[config.mk]
export PLATFORM = sky130hd
export DESIGN_NAME = reset_domain_sequencer
export DESIGN_NICKNAME = d
export VERILOG_FILES = /design/src/rtl/reset_seq_pkg.sv /design/src/rtl/sync_2ff.sv /design/src/rtl/reset_domain_sequencer.sv
export SDC_FILE = /design/constraint.sdc
export NUM_CORES = 1
export LEC_CHECK = 0
export BUFFER_PORTS_ARGS = -buffer_cell sky130_fd_sc_hd__buf_2
export CAP_MARGIN = 0
export CELL_PAD_IN_SITES_DETAIL_PLACEMENT = 0
export CELL_PAD_IN_SITES_GLOBAL_PLACEMENT = 1
export CORE_MARGIN = 4
export CORE_UTILIZATION = 48
export DETAILED_ROUTE_END_ITERATION = 7
export GPL_ROUTABILITY_DRIVEN = 1
export GPL_TIMING_DRIVEN = 0
export PLACE_DENSITY_LB_ADDON = 0.1
export SLEW_MARGIN = 40
export SYNTH_ARGS = -nofsm -noshare
export SYNTH_HDL_FRONTEND = slang
export SYNTH_HIERARCHICAL = 1
export SYNTH_SLANG_ARGS = --single-unit
export TNS_END_PERCENT = 5
[constraint.sdc]
create_clock -name CLK -period 4.4 [get_ports CLK]
set_clock_uncertainty 0.2 [all_clocks]
set_input_delay 0.88 -clock CLK [delete_from_list [all_inputs] [get_ports CLK]]
set_output_delay 0.88 -clock CLK [all_outputs]
set_load 0.005 [all_outputs]
[src/rtl/reset_seq_pkg.sv]
// Shared types and helpers for the reset domain sequencer: FSM states,
// index sizing and software-request priority encoding.
package reset_seq_pkg;

  localparam int MAX_DOMAINS = 16;

  typedef enum logic [2:0] {
    ST_HOLD,
    ST_STABLE,
    ST_RELEASE,
    ST_WAIT_READY,
    ST_GAP,
    ST_RUN,
    ST_ERROR
  } seq_state_e;

  // Width of a domain index; never narrower than one bit.
  function automatic int idx_width(input int n);
    return (n > 2) ? $clog2(n) : 1;
  endfunction

  // Index of the lowest set bit, 0 when no bit is set.
  function automatic int lowest_set(input logic [MAX_DOMAINS-1:0] v);
    int pos;
    pos = 0;
    for (int i = MAX_DOMAINS - 1; i >= 0; i--) begin
      if (v[i]) pos = i;
    end
    return pos;
  endfunction

endpackage

[src/rtl/sync_2ff.sv]
// Double-flop synchroniser for asynchronous level inputs; both stages
// clear to 0 on reset so nothing is seen as locked or ready early.
module sync_2ff #(
  parameter int WIDTH = 1
) (
  input  logic             clk,
  input  logic             rst_n,
  input  logic [WIDTH-1:0] d_i,
  output logic [WIDTH-1:0] q_o
);

  logic [WIDTH-1:0] meta_q;
  logic [WIDTH-1:0] sync_q;

  // NOTE: non-blocking assignments make sync_q take the pre-edge meta_q, giving two real stages.
  always_ff @(posedge clk or negedge rst_n) begin
    if (!rst_n) begin
      meta_q <= '0;
      sync_q <= '0;
    end else begin
      meta_q <= d_i;
      sync_q <= meta_q;
    end
  end

  assign q_o = sync_q;

endmodule

[src/rtl/reset_domain_sequencer.sv]
// Releases fabric reset domains one by one after PLL lock is stable,
// waiting for each domain's ready acknowledge and a gap before the next.
module reset_domain_sequencer
  import reset_seq_pkg::*;
#(
  parameter  int NUM_DOMAINS = 4,
  parameter  int STAGE_DELAY = 16,
  parameter  int ACK_TIMEOUT = 255,
  parameter  int CNT_W       = 8,
  localparam int IDX_W       = idx_width(NUM_DOMAINS)
) (
  input  logic                   CLK,
  input  logic                   RESET_N,
  input  logic                   PLL_LOCK,
  input  logic [NUM_DOMAINS-1:0] DOMAIN_READY,
  input  logic [NUM_DOMAINS-1:0] SW_RST_REQ,
  input  logic                   RETRY,
  output logic [NUM_DOMAINS-1:0] DOMAIN_RESET_N,
  output logic                   SEQ_DONE,
  output logic                   SEQ_ERROR,
  output logic [IDX_W-1:0]       ERR_DOMAIN
);

  localparam logic [CNT_W-1:0] STAGE_CNT = CNT_W'(STAGE_DELAY);
  localparam logic [CNT_W-1:0] ACK_CNT   = CNT_W'(ACK_TIMEOUT);
  localparam logic [CNT_W-1:0] CNT_ONE   = CNT_W'(1);
  localparam logic [IDX_W-1:0] LAST_IDX  = IDX_W'(NUM_DOMAINS - 1);

  seq_state_e             state_q;
  logic [IDX_W-1:0]       idx_q;
  logic [CNT_W-1:0]       cnt_q;
  logic [NUM_DOMAINS-1:0] dom_rst_n_q;
  logic                   seq_done_q;
  logic                   seq_error_q;
  logic [IDX_W-1:0]       err_domain_q;

  logic                   lock_s;
  logic [NUM_DOMAINS-1:0] rdy_s;
  logic [IDX_W-1:0]       sw_idx;
  logic [CNT_W-1:0]       cnt_dec;
  logic [NUM_DOMAINS-1:0] idx_onehot;
  logic [NUM_DOMAINS-1:0] upper_mask;
  logic [NUM_DOMAINS-1:0] sw_mask;
  logic                   lock_lost;

  sync_2ff #(.WIDTH(1)) u_lock_sync (
    .clk   (CLK),
    .rst_n (RESET_N),
    .d_i   (PLL_LOCK),
    .q_o   (lock_s)
  );

  sync_2ff #(.WIDTH(NUM_DOMAINS)) u_rdy_sync (
    .clk   (CLK),
    .rst_n (RESET_N),
    .d_i   (DOMAIN_READY),
    .q_o   (rdy_s)
  );

  assign sw_idx    = IDX_W'(lowest_set(MAX_DOMAINS'(SW_RST_REQ)));
  assign cnt_dec   = (cnt_q == '0) ? '0 : cnt_q - CNT_ONE;
  assign lock_lost = !lock_s && (state_q != ST_HOLD) && (state_q != ST_ERROR);

  // NOTE: every output of this block gets a default before the loop, so no latch is inferred.
  always_comb begin
    idx_onehot = '0;
    upper_mask = '0;
    sw_mask    = '0;
    for (int i = 0; i < NUM_DOMAINS; i++) begin
      idx_onehot[i] = (IDX_W'(i) == idx_q);
      upper_mask[i] = (IDX_W'(i) >= idx_q);
      sw_mask[i]    = (IDX_W'(i) >= sw_idx);
    end
  end

  always_ff @(posedge CLK or negedge RESET_N) begin
    if (!RESET_N) begin
      state_q      <= ST_HOLD;
      idx_q        <= '0;
      cnt_q        <= '0;
      dom_rst_n_q  <= '0;
      seq_done_q   <= 1'b0;
      seq_error_q  <= 1'b0;
      err_domain_q <= '0;
    end else if (lock_lost) begin
      state_q     <= ST_HOLD;
      idx_q       <= '0;
      cnt_q       <= '0;
      dom_rst_n_q <= '0;
      seq_done_q  <= 1'b0;
    end else begin
      case (state_q)
        ST_HOLD: begin
          dom_rst_n_q <= dom_rst_n_q & ~upper_mask;
          if (lock_s) begin
            cnt_q   <= STAGE_CNT;
            state_q <= ST_STABLE;
          end
        end
        ST_STABLE: begin
          cnt_q <= cnt_dec;
          if (cnt_q <= CNT_ONE) state_q <= ST_RELEASE;
        end
        ST_RELEASE: begin
          dom_rst_n_q <= dom_rst_n_q | idx_onehot;
          cnt_q       <= ACK_CNT;
          state_q     <= ST_WAIT_READY;
        end
        ST_WAIT_READY: begin
          // A ready seen on the same cycle as expiry still counts as an acknowledge.
          if (rdy_s[idx_q]) begin
            cnt_q   <= STAGE_CNT;
            state_q <= ST_GAP;
          end else if (cnt_q <= CNT_ONE) begin
            cnt_q        <= '0;
            dom_rst_n_q  <= dom_rst_n_q & ~idx_onehot;
            seq_error_q  <= 1'b1;
            err_domain_q <= idx_q;
            state_q      <= ST_ERROR;
          end else begin
            cnt_q <= cnt_dec;
          end
        end
        ST_GAP: begin
          cnt_q <= cnt_dec;
          if (cnt_q <= CNT_ONE) begin
            if (idx_q == LAST_IDX) begin
              state_q <= ST_RUN;
            end else begin
              idx_q   <= idx_q + IDX_W'(1);
              state_q <= ST_RELEASE;
            end
          end
        end
        ST_RUN: begin
          if (|SW_RST_REQ) begin
            dom_rst_n_q <= dom_rst_n_q & ~sw_mask;
            seq_done_q  <= 1'b0;
            idx_q       <= sw_idx;
            cnt_q       <= STAGE_CNT;
            state_q     <= ST_STABLE;
          end else begin
            seq_done_q <= 1'b1;
          end
        end
        ST_ERROR: begin
          // Lock loss drops every domain but keeps the error report for software.
          if (!lock_s) begin
            dom_rst_n_q <= '0;
          end else if (RETRY) begin
            dom_rst_n_q <= '0;
            seq_error_q <= 1'b0;
            idx_q       <= '0;
            state_q     <= ST_HOLD;
          end
        end
        default: state_q <= ST_HOLD;
      endcase
    end
  end

  assign DOMAIN_RESET_N = dom_rst_n_q;
  assign SEQ_DONE       = seq_done_q;
  assign SEQ_ERROR      = seq_error_q;
  assign ERR_DOMAIN     = err_domain_q;

endmodule

After elaboration in Yosys (flattened, before gate mapping)
Cells that the tools add are included.
Cells by class
  order comparisons: 10
  add/sub/neg operators: 2
  mux-type cells: 46
  bitwise gates (word level): 9
  reductions and logical operators: 20
  equality and inequality tests: 26
Operators by type and width (count)
  $mux W8: 6
  $pmux W8 S5: 1
  $mux W3: 10
  $mux W4: 6
  $ne A3 B3 Y1 const B: 8
  $pmux W3 S7: 1
  $mux W2: 10
  $pmux W4 S5: 1
  $and A4 B4 Y4: 3
  $not A4 Y4: 3
  $reduce_and A6 Y1: 2
  $reduce_bool A6 Y1: 2
  $eq A3 B3 Y1 const B: 3
  $ge A1 B2 Y1 const A: 4
  $ge A2 B2 Y1 const A: 4
  $le A8 B1 Y1 const B: 1
  $logic_not A8 Y1: 1
  $mux W1: 8
  $ne A4 B4 Y1 const B: 2
  $sub A8 B1 Y8 const B: 1
  $reduce_and A7 Y1: 1
  $eq A3 B2 Y1 const B: 2
  $ne A2 B2 Y1 const B: 3
  $ne A3 B2 Y1 const B: 2
  other kinds (24): 28
Storage, ports and cells
  word-level logic and storage cells: 124
  output and inout port bits: 8
  input port bits: 12
  register bits after elaboration: 31

Longest topological paths before layout
  depth in word-level cells: 10
  mapped depth: 8
  mapped depth without buffers: 7

Hierarchy
Netlist, hierarchy kept.
By module, submodules not included
  reset_domain_sequencer: sequential area each 525.5 um2, area an instance 1869.3 um2, times used 1, cells an instance 236
  sync_2ff (u_rdy_sync): sequential area each 200.2 um2, area an instance 200.2 um2, times used 1, cells an instance 8
  sync_2ff (u_lock_sync): sequential area each 50.0 um2, area an instance 50.0 um2, times used 1, cells an instance 2

Worst setup path after synthesis
OpenSTA, ideal clock, no wires.
  kind: reg-to-reg
  start: reg cnt_q[5]
  end: reg idx_q[0]
  stages on the path, launching flop included: 6
  setup slack: 2.065 ns
  buffers on the path: 0
  library setup time: 0.125 ns
  arrival time: 2.010 ns
  cells stage by stage: dfrtp_1 -> or4_4 -> nor4_4 -> o221ai_1 -> a21boi_0 -> mux2_2
On the way
  longest elaborated chain between the ends: 3
RTL lines
  from (decl): line reset_domain_sequencer.sv:31  | logic [CNT_W-1:0] cnt_q;
  from (signal assigned): line reset_domain_sequencer.sv:101  | cnt_q <= cnt_dec;
  from (signal assigned): line reset_domain_sequencer.sv:121  | cnt_q <= cnt_dec;
  from (signal assigned): line reset_domain_sequencer.sv:125  | cnt_q <= cnt_dec;
  $le A8 B1 Y1: line reset_domain_sequencer.sv:126  | if (cnt_q <= CNT_ONE) begin
  $ne A3 B3 Y1 (no line)
  $reduce_and A6 Y1 (no line)
  to (signal assigned): line reset_domain_sequencer.sv:130  | idx_q <= idx_q + IDX_W'(1);
  to (signal assigned): line reset_domain_sequencer.sv:139  | idx_q <= sw_idx;
  to (decl): line reset_domain_sequencer.sv:30  | logic [IDX_W-1:0] idx_q;
Every way passes these cells.
A chain may end at the register's enable or synchronous reset.

Worst setup path after layout
  start: reg cnt_q[0]
  end: reg idx_q[0]
Same word-level chain as after synthesis.

==> metrics.txt <==
outcome finished, final reports clean; Post-synth top cells dfrtp_1, nand2_1, a21oi_1; antenna cells 0; DRC Markers 0; Routed Antenna Nets 0; Primary FF master, synth dfrtp_1; Worst Path Arrival 2.64 ns; Final Slew Violations 0; min cycle time layout 2.66 ns; DR vias 1,980; IO Count 20; final instance area about 0.0024 mm^2; CP delay by family, top compound AO/OA/AOI/OAI gates; DRT Pass-1 Iters 4; dpl hpwl 3910 um; area share of the largest cell type after synthesis between 30% and 40%; CTS Sinks 31; maxcap violations 0; largest net degree at the start of global routing 32; Worst-path clk slew around 0.080 ns; upper clock frequency limit 0.376 GHz; Clock Path Buffers 2; met3 Use GR 3.65%; Final setup viols 0; CP Cell Sequence inv_1 > ha_1 > nor2_1 > nor4_4 > o221ai_1 > a21boi_0 > mux2_2; Synth Warn # 6; global-route wire length before repair around 9300 um; cell taking the most area after synthesis dfrtp_1; Logic pwr share 58.7%; Via density a little over 6; Critical Path RT about 4.4 ns; M2 GR Usage 35.2%; worst setup path class register to register; H-tree Lvls 2; floorplan row count 23; vias in the first global route 1,815; chip width 74.5 um; CTS tree done; syn_nets 266; Seq pwr share a little over a quarter; clock root buffer master clkbuf_8; GPL Wtd Cong about 0.85; Nets 292; routed length per placed instance 16.9 um; core area 0.00414 mm^2; static leakage between 0.001 and 0.0015 uW; setup TNS 0 ns; clk_lat worst skew 0.29 ns; TritonCTS buffer count 5; Worst-Margin Slew 0.695 ns; sequential share of the synthesized area between 30% and 40%; register bit total from synthesis 31; post-synthesis cell count roughly 250; met1 global-route usage 32.2%; hold-fix buffers at CTS 0; Die Area approximately 0.0055 mm^2; layout cells sized above 1 16.5%; # Post-CTS Setup Buffers 0; global route hottest layer met2; Slowest-stage cell, CP dfrtp_1; Remaining Overflow, GRT 0; Detailed Route Iter0 Violations between 150 and 200; Post-Route WL 5450 um; initial antenna violation count 0; Critical Path Fanout Max 8; synthesis-to-layout area growth 11.8%; top-count cell post-synth dfrtp_1; final clock period utilization by the worst path 60.4%; final hold vios 0; Synth area leaders dfrtp_1, a21oi_1, nand2_1, ha_1, nor2_1; post-cts sizing count 0; Mapped Area between 0.002 and 0.0025 mm^2; worst min path class register to register; number of I/O port buffers 19; chip height 74.5 um; Placed Area about 0.0023 mm^2; Slew HR between 50% and 60%; Internal 836 uW; Power Dens Cells 661 mW/mm^2; Syn Area/Cell 8.62 um^2; maximum vdd drop 0.000302 V; Post-synth ARST share 100%; number of synthesized flops with an enable pin 0; Sw Ratio 46.6%; CP Launch Type register; Crit path largest cell delay 0.47 ns; Layout fillers 411; synth unique cells 53; crit end category register; RSZ-0062 raised after global routing false; Buf/Inv on CP 1; Sw Pwr 731 uW; gr usage total 22.3%; initial core utilization 51.1%; clock share of power 14.9%
## state kept, by name, summed over array words and instances, names as in the netlist
name and flops:
cnt_q 8, DOMAIN_RESET_N 4, u_rdy_sync/meta_q 4, u_rdy_sync/q_o 4
state_q 3, ERR_DOMAIN 2, idx_q 2, SEQ_DONE 1
SEQ_ERROR 1, u_lock_sync/meta_q 1, u_lock_sync/q_o 1
## area by class of cell
class	instances	area (um^2)	share of cell area (%)
buffer	18	77.6	3.27
clock buffer	5	68.8	2.90
clock inverter	3	23.8	1.00
inverter	8	30.0	1.27
multi-input combinational	189	1240	52.2
sequential	31	776	32.7
tap	50	62.6	2.64
timing repair buffer	19	95.1	4.01
## cell usage in the layout (no fill, tap or decap), types with 5 or more instances in the layout
cell type,instances
a21oi_1,24
o221ai_1,7
dfrtp_1,31
inv_1,8
mux2_2,7
o21ai_0,11
nand3_1,5
nand2_1,30
buf_2,20
nor2_1,23
clkbuf_1,14
clkbuf_8,5
nor3_1,5
ha_1,8
## path summary, 6_finish.rpt
check,endpoint,cells after the start,slack [ns],startpoint
min reg2reg,u_rdy_sync/q_o[1],0,0.15,u_rdy_sync/meta_q[1]
max in group asynchronous,state_q[1],1,3.12,RESET_N
max,idx_q[0],7,1.74,cnt_q[0]
max reg2reg,idx_q[0],7,1.74,cnt_q[0]
min,u_rdy_sync/q_o[1],0,0.15,u_rdy_sync/meta_q[1]
min in group asynchronous,DOMAIN_RESET_N[0],1,0.43,RESET_N
## power by group through the flow
| stage | clock network [uW] | registers (uW) | logic, uW |
|---|---|---|---|
| after floorplan | 0 | 404 | 700 |
| after CTS | 241 | 411 | 909 |
| after global routing | 255 | 427 | 1030 |
| final | 234 | 413 | 920 |
| after detailed placement | 0 | 417 | 896 |
| after global placement | 0 | 415 | 903 |
## routing by layer
layer / vias to the layer above / wire length, um / share of wire [%]
met2: 71 / 2440 / 45
met1: 941 / 2520 / 46
li1: 960 / - / -
met3: 8 / 423 / 7.8
met5: - / 0 / 0
met4: 0 / 63 / 1.2
## kinds of logic (layout without fill, tap and decap cells)
| group | after synthesis | in the layout | share of synthesized area (%) |
|---|---|---|---|
| buf+inv | 26 | 53 | 5.08 |
| simple gates | 87 | 87 | 20.4 |
| mux | 9 | 9 | 5.25 |
| flops | 31 | 31 | 36.6 |
| fa+ha+maj | 8 | 8 | 4.72 |
| xor+xnor | 6 | 6 | 2.48 |
| compound gates | 79 | 79 | 25.5 |
## metrics by stage
step	total power, uW	setup WS [ns]	hold WS, ns	instances	utilization (%)
final	1570	1.74	0.150	323	57.2
after floorplan	1100	2.07	0.131	246	-
after global placement	1320	1.72	0.131	315	55.0
after CTS	1560	1.78	0.152	323	57.2
after detailed placement	1310	1.72	0.136	315	55.0
after global routing	1710	1.55	0.168	323	57.2
No activity file was read; power rests on OpenSTA's default activity.
